[src/rtl/tbird_pkg.sv]
// Shared constants and helpers for the Thunderbird switch conditioner.
// Optional hazard output is enabled by defining TBIRD_HAZARD_EN.
package tbird_pkg;

  // Board default: 10 ms at 50 MHz.
  localparam int TBIRD_DB_CYCLES     = 500000;
  localparam int TBIRD_CNT_W         = 19;
  // Short debounce window used by simulation benches.
  localparam int TBIRD_DB_CYCLES_SIM = 4;

  // Which debounced switches are currently asserted.
  typedef enum logic [1:0] {
    REQ_NONE  = 2'd0,
    REQ_LEFT  = 2'd1,
    REQ_RIGHT = 2'd2,
    REQ_BOTH  = 2'd3
  } req_e;

  // Collapse the two debounced levels into a request class.
  function automatic req_e classify_req(input logic db_l, input logic db_r);
    req_e req;
    case ({db_l, db_r})
      2'b10:   req = REQ_LEFT;
      2'b01:   req = REQ_RIGHT;
      2'b11:   req = REQ_BOTH;
      default: req = REQ_NONE;
    endcase
    return req;
  endfunction

endpackage

[src/rtl/tbird_switch_conditioner_debounce.sv]
// One switch channel: two-flop synchroniser followed by a stability counter.
// The debounced level flips only after DB_CYCLES consecutive edges on which
// the synchronised input disagrees with it; any agreeing edge restarts the count.
module tbird_debounce
  import tbird_pkg::*;
#(
  parameter int DB_CYCLES = TBIRD_DB_CYCLES,
  parameter int CNT_W     = TBIRD_CNT_W
) (
  input  logic Clk,
  input  logic Rs,
  input  logic raw,
  output logic db
);

  localparam logic [CNT_W-1:0] CNT_LAST = CNT_W'(DB_CYCLES - 1);

  logic             s1_q;
  logic             s2_q;
  logic             db_q;
  logic             db_d;
  logic [CNT_W-1:0] cnt_q;
  logic [CNT_W-1:0] cnt_d;

  // Count consecutive disagreement edges and flip the level on the last one.
  always_comb begin
    db_d  = db_q;
    cnt_d = {CNT_W{1'b0}};
    if (s2_q != db_q) begin
      if (cnt_q == CNT_LAST) begin
        db_d  = s2_q;
        cnt_d = {CNT_W{1'b0}};
      end else begin
        cnt_d = cnt_q + {{(CNT_W-1){1'b0}}, 1'b1};
      end
    end else begin
      cnt_d = {CNT_W{1'b0}};
    end
  end

  // Synchroniser chain, debounced level and counter; reset clears everything.
  always_ff @(posedge Clk) begin
    if (Rs) begin
      s1_q  <= 1'b0;
      s2_q  <= 1'b0;
      db_q  <= 1'b0;
      cnt_q <= {CNT_W{1'b0}};
    end else begin
      s1_q  <= raw;
      s2_q  <= s1_q;
      db_q  <= db_d;
      cnt_q <= cnt_d;
    end
  end

  assign db = db_q;

endmodule

[src/rtl/tbird_switch_conditioner.sv]
// Conditions the raw left/right turn switches into clean registered levels
// for the tail-light sequencer. Define TBIRD_HAZARD_EN to map "both held"
// onto the Haz output instead of passing L=R=1 through.
module tbird_switch_conditioner
  import tbird_pkg::*;
#(
  parameter int DB_CYCLES = TBIRD_DB_CYCLES,
  parameter int CNT_W     = TBIRD_CNT_W
) (
  input  logic Clk,
  input  logic Rs,
  input  logic L_raw,
  input  logic R_raw,
  output logic L,
  output logic R,
  output logic Haz
);

  logic db_l;
  logic db_r;
  req_e req_s;
  logic l_d;
  logic r_d;
  logic l_q;
  logic r_q;
`ifdef TBIRD_HAZARD_EN
  logic haz_d;
  logic haz_q;
`endif

  tbird_debounce #(.DB_CYCLES(DB_CYCLES), .CNT_W(CNT_W)) u_db_l (
    .Clk (Clk),
    .Rs  (Rs),
    .raw (L_raw),
    .db  (db_l)
  );

  tbird_debounce #(.DB_CYCLES(DB_CYCLES), .CNT_W(CNT_W)) u_db_r (
    .Clk (Clk),
    .Rs  (Rs),
    .raw (R_raw),
    .db  (db_r)
  );

  assign req_s = classify_req(db_l, db_r);

  // Map the debounced request class onto the output levels.
  always_comb begin
    l_d = 1'b0;
    r_d = 1'b0;
`ifdef TBIRD_HAZARD_EN
    haz_d = 1'b0;
`endif
    case (req_s)
      REQ_LEFT:  l_d = 1'b1;
      REQ_RIGHT: r_d = 1'b1;
      REQ_BOTH: begin
`ifdef TBIRD_HAZARD_EN
        haz_d = 1'b1;
`else
        l_d = 1'b1;
        r_d = 1'b1;
`endif
      end
      default: begin
        l_d = 1'b0;
        r_d = 1'b0;
      end
    endcase
  end

  // Output register so the divided-clock sequencer sees glitch-free levels.
  always_ff @(posedge Clk) begin
    if (Rs) begin
      l_q <= 1'b0;
      r_q <= 1'b0;
`ifdef TBIRD_HAZARD_EN
      haz_q <= 1'b0;
`endif
    end else begin
      l_q <= l_d;
      r_q <= r_d;
`ifdef TBIRD_HAZARD_EN
      haz_q <= haz_d;
`endif
    end
  end

  assign L = l_q;
  assign R = r_q;
`ifdef TBIRD_HAZARD_EN
  assign Haz = haz_q;
`else
  assign Haz = 1'b0;
`endif

endmodule

[config.mk]
export PLATFORM = sky130hd
export DESIGN_NAME = tbird_switch_conditioner
export DESIGN_NICKNAME = d
export VERILOG_FILES = /design/src/rtl/tbird_pkg.sv /design/src/rtl/tbird_switch_conditioner_debounce.sv /design/src/rtl/tbird_switch_conditioner.sv
export SDC_FILE = /design/constraint.sdc
export NUM_CORES = 1
export LEC_CHECK = 0
export BUFFER_PORTS_ARGS = -buffer_cell sky130_fd_sc_hd__buf_2
export CAP_MARGIN = 20
export CORE_MARGIN = 2
export CORE_UTILIZATION = 50
export CTS_CLUSTER_SIZE = 24
export DETAILED_ROUTE_END_ITERATION = 12
export PLACE_DENSITY = 0.72
export SLEW_MARGIN = 5
export SYNTH_ARGS = -nofsm -noshare
export SYNTH_HDL_FRONTEND = slang
export SYNTH_SLANG_ARGS = --single-unit
[constraint.sdc]
create_clock -name Clk -period 3.3 [get_ports Clk]
set_clock_uncertainty 0.05 [all_clocks]
set_input_delay 0.66 -clock Clk [delete_from_list [all_inputs] [get_ports Clk]]
set_output_delay 0.66 -clock Clk [all_outputs]
set_load 0.005 [all_outputs]
* After elaboration in Yosys (flattened, before gate mapping) *
Index checks and enable logic that the tools add are counted.

word-level totals
  bits in registers = 46
  word-level logic and storage cells = 33

operators by class
  add/subtract/negate cells = 2
  equality and inequality tests = 10
  muxes and demuxes = 3
  bitwise logic cells = 2
  reduce and logical (&&, ||, !) cells = 6

operators with widths
  cell                   number
  $add 19x1->19 const B  2
  $eq 19x19->1 const B   2
  $eq 2x2->1 const B     4
  $pmux 2 s3             1
  $reduce_or 3->1        2
  $eq 2x1->1 const B     2
  $reduce_and 2->1       2
  $reduce_or 2->1        2
  $mux 1                 2
  $ne 1x1->1             2
  $not 1->1              2

* Logic depth before layout (Yosys ltp) *
Gate-level depths: netlist of the first run.

  depth in word-level cells = 5
  mapped depth = 7
  depth with buffers taken out = 5

* Cells and area by module *
From an unflattened synthesis of the first run, not the netlist that was laid out.

unflattened totals
  cells, all modules = 224
  area total of the unflattened synthesis = 2,033.2 µm²

by module, submodules not included
  module                    times used  cells an instance  area each (µm²)
  tbird_debounce            2           109                984.7
  tbird_switch_conditioner  1           6                  63.8

* Worst setup path before layout of the first run *
No wires, ideal clock.

  kind = reg-to-reg
  from = register u_db_r.cnt_q[0]
  to = register u_db_r.cnt_q[16]
  setup time = 0.070 ns
  data arrival time = 1.599 ns
  path slack = 1.581 ns
  cell stages (with the launch flop) = 7
  buffers on the path = 1
  cells stage by stage = dfxtp_1 ha_1 and3_2 clkbuf_1 nand3_1 or4_1 a21oi_1

on the way
  word-level cells in the longest chain between the ends = 2
  elaborated cells between the ends (all ways) = 3
  classes of those cells = add/sub (1); eq/ne (1); reduce/logical (1)

RTL lines
  what                                                                   RTL line                                 text
  start: declaration                                                     tbird_switch_conditioner_debounce.sv:22  logic [CNT_W-1:0] cnt_q;
  start signal: assignment                                               tbird_switch_conditioner_debounce.sv:47  cnt_q <= {CNT_W{1'b0}};
  start signal: assignment                                               tbird_switch_conditioner_debounce.sv:52  cnt_q <= cnt_d;
  parallel branches: the longest is 2 deep, another holds $add 19x1->19  -

Several ways; the timed one is not identified.
A chain may end at the register's enable or synchronous reset.

* Final worst setup path of the first run *
  from = register u_db_l.cnt_q[0]
  to = register u_db_l.cnt_q[2]

on the way
  word-level cells in the longest chain between the ends = 2
  elaborated cells between the ends (all ways) = 3
  classes of those cells = add/sub (1); eq/ne (1); reduce/logical (1)

RTL lines
  what                                                                   RTL line
  start: declaration                                                     tbird_switch_conditioner_debounce.sv:22
  start signal: assignment                                               tbird_switch_conditioner_debounce.sv:47
  start signal: assignment                                               tbird_switch_conditioner_debounce.sv:52
  parallel branches: the longest is 2 deep, another holds $add 19x1->19  -

Several ways; the timed one is not identified.

==> summary.md, run 1 <==
| Metric | Value |
|---|---|
| First-pass iteration count of the detailed router | 4 |
| WL final | between 3000 and 4000 um |
| Num CTS Buffers | 5 |
| Dpl hpwl | 2412 um |
| Peak supply drop | 0.3024 mV |
| Worst-skew pair later-pin latency | 0.31 ns |
| Fin nets | 232 |
| Initial antenna violation count | 0 |
| Max clock buf depth | 2 |
| Critical path launch point type | flop |
| Synth cell types | 33 |
| Routed vias | 1524 |
| DIE WIDTH | roughly 67 um |
| Slew @ Worst Pin | 0.7734 ns |
| N_diodes | 0 |
| Critical Path RT | 3.41 ns |
| Setup repair bufs after CTS | 0 |
| Initial core utilization | 53.06% |
| Final antenna-violating net count | 0 |
| Register area share after synthesis | a little under half |
| CTS tree | yes |
| WL/cell | 12.57 um |
| Slew Limit Headroom | around 48% |
| Core region area | 3716 sq um |
| Vias per inst | 5.542 |
| Crit-path max cell delay | just under 0.7 ns |
| Drt initial violations | 92 |
| CTS Hold Buffers Added | 0 |
| Outcome | completed |
| Final-report hold violation count | 0 |
| Post-synthesis cell area | 1972 sq um |
| Xor/xnor share of the synthesized area | approximately 10% |
| Leak | between 0.6 and 0.7 nW |
| Tcrit/Tclk final | 60.38% |
| Data arrival, critical path | 2.11 ns |
| Setup violators final | 0 |
| Simple-Gate Fraction of Synth Area | 30.14% |
| Primary FF master, synth | dfxtp_1 |
| CTS HTree Levels | 2 |
| Largest net degree at the start of global routing | 20 |
| Mux share of post-synthesis cell area | 0.5711% |
| Vias in the first global route | roughly 1400 |
| Max Cap Viol | 0 |
| P&R area growth vs syn | 7.170% |
| Die Ht | 66.80 um |
| Mean post-synth cell area | 8.963 sq um |
| Site row count | 22 |
| First-pass GRT wire length | 6175 um |
| Compound-Gate Fraction of Synth Area | 8.629% |
| Period minus WS final | 1.992 ns |
| Pwr Density | 432.4 nW/um^2 |
| Fillers | 343 |
| Post-CTS Resized | 0 |
| Worst Setup End Kind | flop |
| Routability cong. | ~0.80 |
| Total gr overflow | 0 |
| Synth Net Count | around 230 |
| RSZ-0062 raised after global routing | false |
| Critical path fanouts, max | 19 |
| Die Area | 4462 sq um |
| Total track usage | 18.25% |
| Async SR Flop Fraction | 0% |
| Clock Tree Root | clkbuf_8 |
| IO buf count | 5 |
| Slew Limit Fails | 0 |
| Synthesized-area fraction occupied by adder cells | 1.269% |
| Top-level port count | 7 |
| Synthesized flop and latch total | 46 |
| WS Path Type | reg2reg |
| Cells after Synth | 220 |
| Worst-path clk slew | 0.09 ns |
| Largest family of logic cells by synthesized area | simple AND/OR/NAND/NOR gates |
| DRC | 0 |
| Post-synth EDFFs | 0 |
| Max stage delay cell, worst path | o21ai_2 |
| Share of cells above drive strength 1 | 8.370% |
| CP Cell Sequence | ha_1 -> and4_1 -> nand4_1 -> o21ai_2 -> nor2_1 |
| HP Class | reg2reg |
| Yosys Warn Count | 0 |
| Core Util, Final | 56.87% |
| Total negative slack | 0 ns |
| Clock Sinks | 46 |
| Maximum clock frequency | 0.5019 GHz |
-- final cells by class --
cell class | instances | area [sq um] | share of cell area, %
clock buffer | 5 | 68.82 | 3.256
timing repair buffer | 5 | 25.02 | 1.184
tap | 48 | 60.06 | 2.842
inverter | 3 | 11.26 | 0.5329
clock inverter | 3 | 21.27 | 1.007
sequential | 46 | 920.9 | 43.58
multi-input combinational | 165 | 1006 | 47.60
-- state kept, by name (all words and copies together), names as in the netlist --
| register | count |
|---|---|
| L | 1 |
| R | 1 |
| u_db_l.cnt_q | 19 |
| u_db_l.db | 1 |
| u_db_l.s1_q | 1 |
| u_db_l.s2_q | 1 |
| u_db_r.cnt_q | 19 |
| u_db_r.db | 1 |
| u_db_r.s1_q | 1 |
| u_db_r.s2_q | 1 |
-- worst paths after layout --
kind	start	slack, ns	cells past startpoint	endpoint
setup / recovery	u_db_l.cnt_q[0]	1.31	5	u_db_l.cnt_q[2]
hold / removal	u_db_r.s1_q	0.41	1	u_db_r.s2_q
setup reg to reg	u_db_l.cnt_q[0]	1.31	5	u_db_l.cnt_q[2]
hold reg to reg	u_db_r.s1_q	0.41	1	u_db_r.s2_q
-- cells by family after synthesis --
family                   after synthesis
buffers and inverters                  9
AO/OA/AOI/OAI                         29
AND/OR/NAND/NOR                      109
adder cells (fa/ha/maj)                2
flip-flops                            46
other                                  1
multiplexers                           1
XOR/XNOR                              23
-- metal layers --
metal / track usage, % / part of all wire (%) / vias to the layer above
li1: - / - / 791
met5: 0 / 0 / -
met4: 6.122 / 1.4 / 0
met2: 27.63 / 44 / 19
met3: 5.574 / 3.5 / 6
met1: 24.63 / 52 / 708
-- where the power goes --
group          internal [mW]  switching (mW)  total, mW
sequential             0.558         0.00177      0.559
combinational        0.00435         0.00718     0.0115
clock                  0.149           0.194      0.343
total                  0.711           0.203      0.914
-- placed cells by master, fill, tap and decap left out, types with 3 or more instances in the layout --
cell type,n
xnor2_1,6
o31ai_1,6
o21ai_0,8
nand2_1,16
a21oi_1,13
dfxtp_1,46
and4_1,4
buf_2,5
or4_1,6
nand4_1,10
and3_1,4
nor2b_1,7
or3_1,7
and2_1,3
clkbuf_8,5
nor2_1,29
xor2_1,17
nand3_1,12
inv_1,3
-- cells in the mapped netlist (2+ instances only) --
cell type  count  area (sq um)
and4_1         4         35.03
o31ai_1        6         45.04
nor2_1        29         108.9
nor4bb_1       2         20.02
inv_1          3         11.26
or3_1          7         43.79
and3_1         4         25.02
xnor2_1        6         52.55
o21ai_0        8         40.04
and3_2         2         15.01
or4b_1         2         20.02
nand4_1       10         62.56
ha_1           2         25.02
dfxtp_1       46         920.9
and2_1         3         18.77
nand3_1       12         60.06
buf_2          3         15.01
xor2_1        17         148.9
nor2b_1        7         43.79
a21oi_1       13         65.06
or4_1          6         45.04
nand2_1       16         60.06
buf_4          2         15.01
-- worst max-delay path, delay by kind of cell (launching register included) --
family | cells | cell delay, ns
AO/OA/AOI/OAI | 1 | 0.68
adder cells (fa/ha/maj) | 1 | 0.26
flip-flops | 1 | 0.37
AND/OR/NAND/NOR | 3 | 0.50
-- through the flow --
stage / hold slack, ns / area [sq um] / cells / power, mW / setup slack (ns)
CTS: 0.4156 / 2113 / 275 / 0.9280 / 1.294
finish: 0.4130 / 2113 / 275 / 0.9138 / 1.308
detailed placement: 0.3910 / 2023 / 267 / 0.5840 / 1.300
floorplan: 0.3638 / 1972 / 220 / 0.5800 / 1.581
global placement: 0.3689 / 2023 / 267 / 0.5833 / 1.336
global route: 0.4172 / 2113 / 275 / 0.9521 / 1.176
No activity file was read; power rests on OpenSTA's default activity.
==> run 2, diff against run 1 <==
Clock period 3.3 ns to 1.9 ns, I/O delays scaled along.
==> run 2 against run 1 <==
Non-clock buffer count is 5 higher. First-iteration DRC count decreased by 11%. Hold slack got worse by 0.18 ns. Count of clock-buffer cells in the layout grew 2. Largest cell class unchanged. Critical path type unchanged.
==> summary.md, run 2 (synthesis results as in run 1) <==
| Metric | Value |
|---|---|
| Maximum clock frequency | 0.5823 GHz (+16%) |
| Slew Limit Fails | 0 (unchanged) |
| Critical Path RT | 2.08 ns (-1.33 ns) |
| Commonest cells after routing, fill and taps aside | dfxtp_1, nor2_1, xor2_1 |
| Clock Sinks | 46 (unchanged) |
| Finished Layout Cells | 280 (+1.8%) |
| Crit-path max cell delay | 0.52 ns (-0.16 ns) |
| CP Cell Sequence | and4_1 -> nand3_1 -> or4_1 -> a21oi_1 |
| Critical path fanouts, max | 8 (-11) |
| Period minus WS final | 1.717 ns (-0.2750 ns) |
| Final antenna-violating net count | 0 (unchanged) |
| Worst R2R Start | u_db_r.cnt_q[9] |
| DRC | 0 (unchanged) |
| Final hold slack | 0.2372 ns (-0.1757 ns) |
| Crit. Startpoint | u_db_r.cnt_q[9] |
| Peak supply drop | 0.4353 mV (+44%) |
| First-pass GRT wire length | 5989 um (-3.0%) |
| Final-report hold violation count | 0 (unchanged) |
| N_diodes | 0 (unchanged) |
| HP Class | in2reg |
| Setup violators final | 0 (unchanged) |
| Num CTS Buffers | 5 (unchanged) |
| Total power draw | 1.617 mW (+77%) |
| DIE WIDTH | 66.80 um (unchanged) |
| Die Area | 4462 sq um (unchanged) |
| Initial antenna violation count | 0 (unchanged) |
| Die Ht | 66.80 um (unchanged) |
| Clock Tree Root | clkbuf_8 |
| Top Registers | u_db_l.cnt_q (19), u_db_r.cnt_q (19) |
| Max clock buf depth | 2 (unchanged) |
| Outcome | completed |
| Leak | 0.7068 nW (+5.2%) |
| Data arrival, critical path | 1.89 ns (-0.22 ns) |
| Worst-path clk slew | 0.08 ns (about the same) |
| Worst-skew pair later-pin latency | 0.31 ns (about the same) |
| RSZ-0062 raised after global routing | false |
| CTS Hold Buffers Added | 0 (unchanged) |
| CTS tree | yes |
| Dpl hpwl | 2426 um (+0.58%) |
| Largest net degree at the start of global routing | 20 (unchanged) |
| P&R area growth vs syn | 10.22% |
| Total gr overflow | 0 (unchanged) |
| CTS HTree Levels | 2 (unchanged) |
| WL final | 3399 um (-1.6%) |
| First-pass iteration count of the detailed router | 4 (unchanged) |
| Critical path launch point type | flop |
| Fillers | 351 (+2.3%) |
| Total negative slack | 0 ns (unchanged) |
| Pwr Density | 744.1 nW/um^2 (+72%) |
| WS Path Type | reg2reg |
| WL/cell | 12.14 um (-3.4%) |
| DP Cell Count | 272 (+1.9%) |
| Max Cap Viol | 0 (unchanged) |
| Tcrit/Tclk final | 90.39% (+30 points) |
| Vias in the first global route | 1360 (-1.3%) |
| Worst Setup End Kind | flop |
| Total track usage | 17.84% (-0.40 points) |
| IO buf count | 5 (unchanged) |
| Initial core utilization | 53.06% (unchanged) |
| Core region area | 3716 sq um (unchanged) |
| Commonest non-fill, non-tap cell in the layout | dfxtp_1 |
| Vias per inst | 5.521 (-0.37%) |
| Fin nets | 237 (+2.2%) |
| Max stage delay cell, worst path | or4_1 |
| Drt initial violations | 82 (-11%) |
| Top-level port count | 7 (unchanged) |
| Hold path start | R_raw |
| Routability cong. | 0.7992 (-0.24%) |
| Routed vias | 1546 (+1.4%) |
| Site row count | 22 (unchanged) |
| Share of cells above drive strength 1 | 10.34% (+2.0 points) |
[run 2: cell count changes in the layout (fill, tap and decap cells not counted), sizes merged]
cell | previous run | this run
buf | 5 | 10
clkbuf | 5 | 7
clkinv | 2 | 0
clkinvlp | 1 | 0
inv | 3 | 4
[run 2: repair_timing]
action	CTS	global route
resized for setup	0	1
endpoints found under the hold margin	0	0
setup buffers	0	0
endpoints found under the setup margin	0	2
[run 2: metal layers]
metal	GRT usage, %	routed length (um)
met1	23.32	1766
met2	26.63	1435
met3	5.574	131
met4	8.418	66
met5	0	0
[run 2: worst max-delay path: cells and delay by family (launching register included)]
family,cells,cell delay (ns)
compound gates,1,0.15
flops,1,0.43
simple gates,3,1.02
[run 2: area by class of cell]
cell class | count | area [sq um] | area share [%]
multi-input cells | 165 | 1011 | 46.52
flip-flops and latches | 46 | 920.9 | 42.37
clock buffers | 7 | 86.33 | 3.972
repair buffers | 10 | 75.07 | 3.454
well taps | 48 | 60.06 | 2.763
inverters | 3 | 11.26 | 0.5181
clock inverters | 1 | 8.758 | 0.4030
[run 2: worst paths after layout]
kind	endpoint	slack, ns	cells after the start
worst max register to register	u_db_r.cnt_q[16]	0.18	4
worst min register to register	u_db_l.s2_q	0.41	1
worst max-delay path	u_db_r.cnt_q[16]	0.18	4
worst min-delay path	u_db_r.s1_q	0.24	2
[run 2: metrics by stage]
| stage | util [%] | setup WS, ns | cell area [sq um] |
|---|---|---|---|
| 6_report | 58.48 | 0.1826 | 2173 |
| 3_5_place_dp | 55.79 | 0.1553 | 2073 |
| 4_1_cts | 58.35 | 0.1330 | 2168 |
| 2_1_floorplan | - | 0.1815 | 1972 |
| 3_3_place_gp | 55.79 | 0.1876 | 2073 |
| 5_1_grt | 58.48 | 0.004860 | 2173 |
[run 2: power breakdown]
part,total [mW],internal (mW),switching (mW),leakage [nW]
sequential,0.971,0.968,0.00251,0.371
clock,0.623,0.300,0.322,0.0489
combinational,0.0239,0.0109,0.0130,0.287
total,1.62,1.28,0.338,0.707
==> run 3, diff against run 2 <==
Settings changed: GPL_TIMING_DRIVEN from default to 0.
Clock period 1.9 ns to 1.7 ns, I/O delays scaled along.
==> run 3 against run 2 <==
Final area is 6.4% higher. Count of clock-buffer cells in the layout unchanged. Die area unchanged. Wire length increased by 12%. Hold slack worse by 0.042 ns. Sequential share of layout area down 1.6 points. Critical path depth unchanged. Clock power up 11%. Total power is 11% higher. Worst setup slack got worse by 0.12 ns. Combinational power is 28% higher. Critical path type unchanged.
==> summary.md, run 3 (synthesis results as in run 1) <==
| Metric | Value |
|---|---|
| Largest net degree at the start of global routing | 14 (-30%) |
| Fillers | 316 (-10%) |
| Total track usage | 18.11% (+0.27 points) |
| Worst Setup End Kind | flop |
| CP Cell Sequence | and4_1 -> nand3_2 -> or4_1 -> a21oi_1 |
| Initial antenna violation count | 0 (unchanged) |
| Routed vias | 1603 (+3.7%) |
| Final-report hold violation count | 0 (unchanged) |
| Vias per inst | 5.605 (+1.5%) |
| Area occupied by multi-input gates | 1106 sq um (+9.4%) |
| Dpl hpwl | 2406 um (-0.82%) |
| Critical path buffers and inverters | 0 (unchanged) |
| Pwr Density | 778.7 nW/um^2 (+4.6%) |
| Slew Limit Fails | 0 (unchanged) |
| DIE WIDTH | 66.80 um (unchanged) |
| RSZ-0062 raised after global routing | true |
| Total gr overflow | 0 (unchanged) |
| Die Ht | 66.80 um (unchanged) |
| WL final | 3819 um (+12%) |
| WS Path Type | reg2reg |
| Share of cells above drive strength 1 | 21.01% (+11 points) |
| Post-DP Area | 2062 sq um (-0.54%) |
| IO buf count | 5 (unchanged) |
| DP Cell Count | 273 (+0.37%) |
| Setup violators final | 0 (unchanged) |
| First-pass GRT wire length | 6113 um (+2.1%) |
| DRC | 0 (unchanged) |
| Outcome | completed |
| Tcrit/Tclk final | 96.36% (+6.0 points) |
| Top Registers | u_db_l.cnt_q (19), u_db_r.cnt_q (19) |
| Finished Layout Cells | 286 (+2.1%) |
| Maximum clock frequency | 0.6105 GHz (+4.8%) |
| Crit path max-delay family | simple AND/OR/NAND/NOR gates |
| Crit-path max cell delay | 0.50 ns (-0.02 ns) |
| Top-level port count | 7 (unchanged) |
| Worst-skew pair later-pin latency | 0.30 ns (about the same) |
| Commonest cells after routing, fill and taps aside | dfxtp_1, nor2_1, xor2_1 |
| Max Cap Viol | 0 (unchanged) |
| CTS Hold Buffers Added | 0 (unchanged) |
| Data arrival, critical path | 1.83 ns (-0.06 ns) |
| Final Instance Area | 2313 sq um (+6.4%) |
| Peak supply drop | 0.4237 mV (-2.7%) |
| Sequential cell area | 942.2 sq um (+2.3%) |
| Drt initial violations | 83 (+1.2%) |
| P&R area growth vs syn | 17.32% |
| Leak | 0.7393 nW (+4.6%) |
| Max clock buf depth | 2 (unchanged) |
| Worst slack, placed | -0.3670 ns (-0.5223 ns) |
| HP Class | in2reg |
| N_diodes | 0 (unchanged) |
| Critical Path RT | 1.89 ns (-0.19 ns) |
| Critical path fanouts, max | 8 (unchanged) |
| Core region area | 3716 sq um (unchanged) |
| Die Area | 4462 sq um (unchanged) |
| Num CTS Buffers | 5 (unchanged) |
| Worst-path clk slew | 0.08 ns (about the same) |
| CTS tree | yes |
| Commonest non-fill, non-tap cell in the layout | dfxtp_1 |
| Fin nets | 243 (+2.5%) |
| Final WS setup | 0.06195 ns (-0.1206 ns) |
| Vias in the first global route | 1444 (+6.2%) |
| Critical path launch point type | flop |
| First-pass iteration count of the detailed router | 4 (unchanged) |
| CTS HTree Levels | 2 (unchanged) |
| Final hold slack | 0.1948 ns (-0.04243 ns) |
| Final antenna-violating net count | 0 (unchanged) |
| Routability cong. | 0.7487 (-6.3%) |
| Site row count | 22 (unchanged) |
| WL/cell | 13.35 um (+10%) |
| Max stage delay cell, worst path | or4_1 |
| Initial core utilization | 53.06% (unchanged) |
| Period minus WS final | 1.638 ns (-0.07935 ns) |
| Core Util, Final | 62.26% (+3.8 points) |
| Clock Sinks | 46 (unchanged) |
| Clock Tree Root | clkbuf_8 |
[run 3: cell types whose count changed in the layout (fill, tap and decap cells not counted), moves of 2 or more]
cell | previous run | this run
dfxtp_1 | 46 | 35
nand3_1 | 11 | 8
ha_1 | 2 | 0
dfxtp_4 | 0 | 3
buf_4 | 4 | 9
dfxtp_2 | 0 | 8
nand3_2 | 1 | 3
buf_2 | 5 | 7
ha_4 | 0 | 2
[run 3: path summary, 6_finish.rpt]
kind	to	startpoint	depth (start not counted)	slack, ns
hold reg to reg	u_db_l.cnt_q[0]	u_db_l.cnt_q[0]	1	0.40
setup reg to reg	u_db_r.cnt_q[16]	u_db_r.cnt_q[9]	4	0.06
setup / recovery	u_db_r.cnt_q[16]	u_db_r.cnt_q[9]	4	0.06
hold / removal	u_db_l.s1_q	L_raw	2	0.19
[run 3: layout make-up]
class / instances / area share, %
plain buffers: 5 / 1.406
clock buffers: 7 / 3.732
clock inverters: 1 / 0.2163
inverters: 3 / 0.4867
multi-input cells: 165 / 47.81
flip-flops and latches: 46 / 40.72
well taps: 48 / 2.596
repair buffers: 11 / 3.029
[run 3: power by group]
part / internal [mW] / switching, mW
Clock: 0.328 / 0.361
Sequential: 1.08 / 0.00368
Combinational: 0.0147 / 0.0160
Total: 1.42 / 0.380
[run 3: repair_timing]
action,4_1_cts,5_1_grt
cloned,0,0
buffers inserted,3,3
resized for setup,7,24
endpoints found under the setup margin,30,34
pin swaps,3,3
[run 3: stage by stage]
step / TNS [ns] / total power, mW
after global placement: -7.189 / 1.136
final: 0 / 1.801
after global routing: -0.05335 / 1.858
after detailed placement: -7.350 / 1.136
after floorplan: -0.1362 / 1.126
after CTS: 0 / 1.821
[run 3: metal layers]
layer  GRT usage [%]  part of all wire, %  up-vias
li1                -                    -      811
met3           5.405                  3.9        9
met4           9.694                  2.2        0
met2           28.25                   45       21
met5               0                    0        -
met1           22.33                   49      762
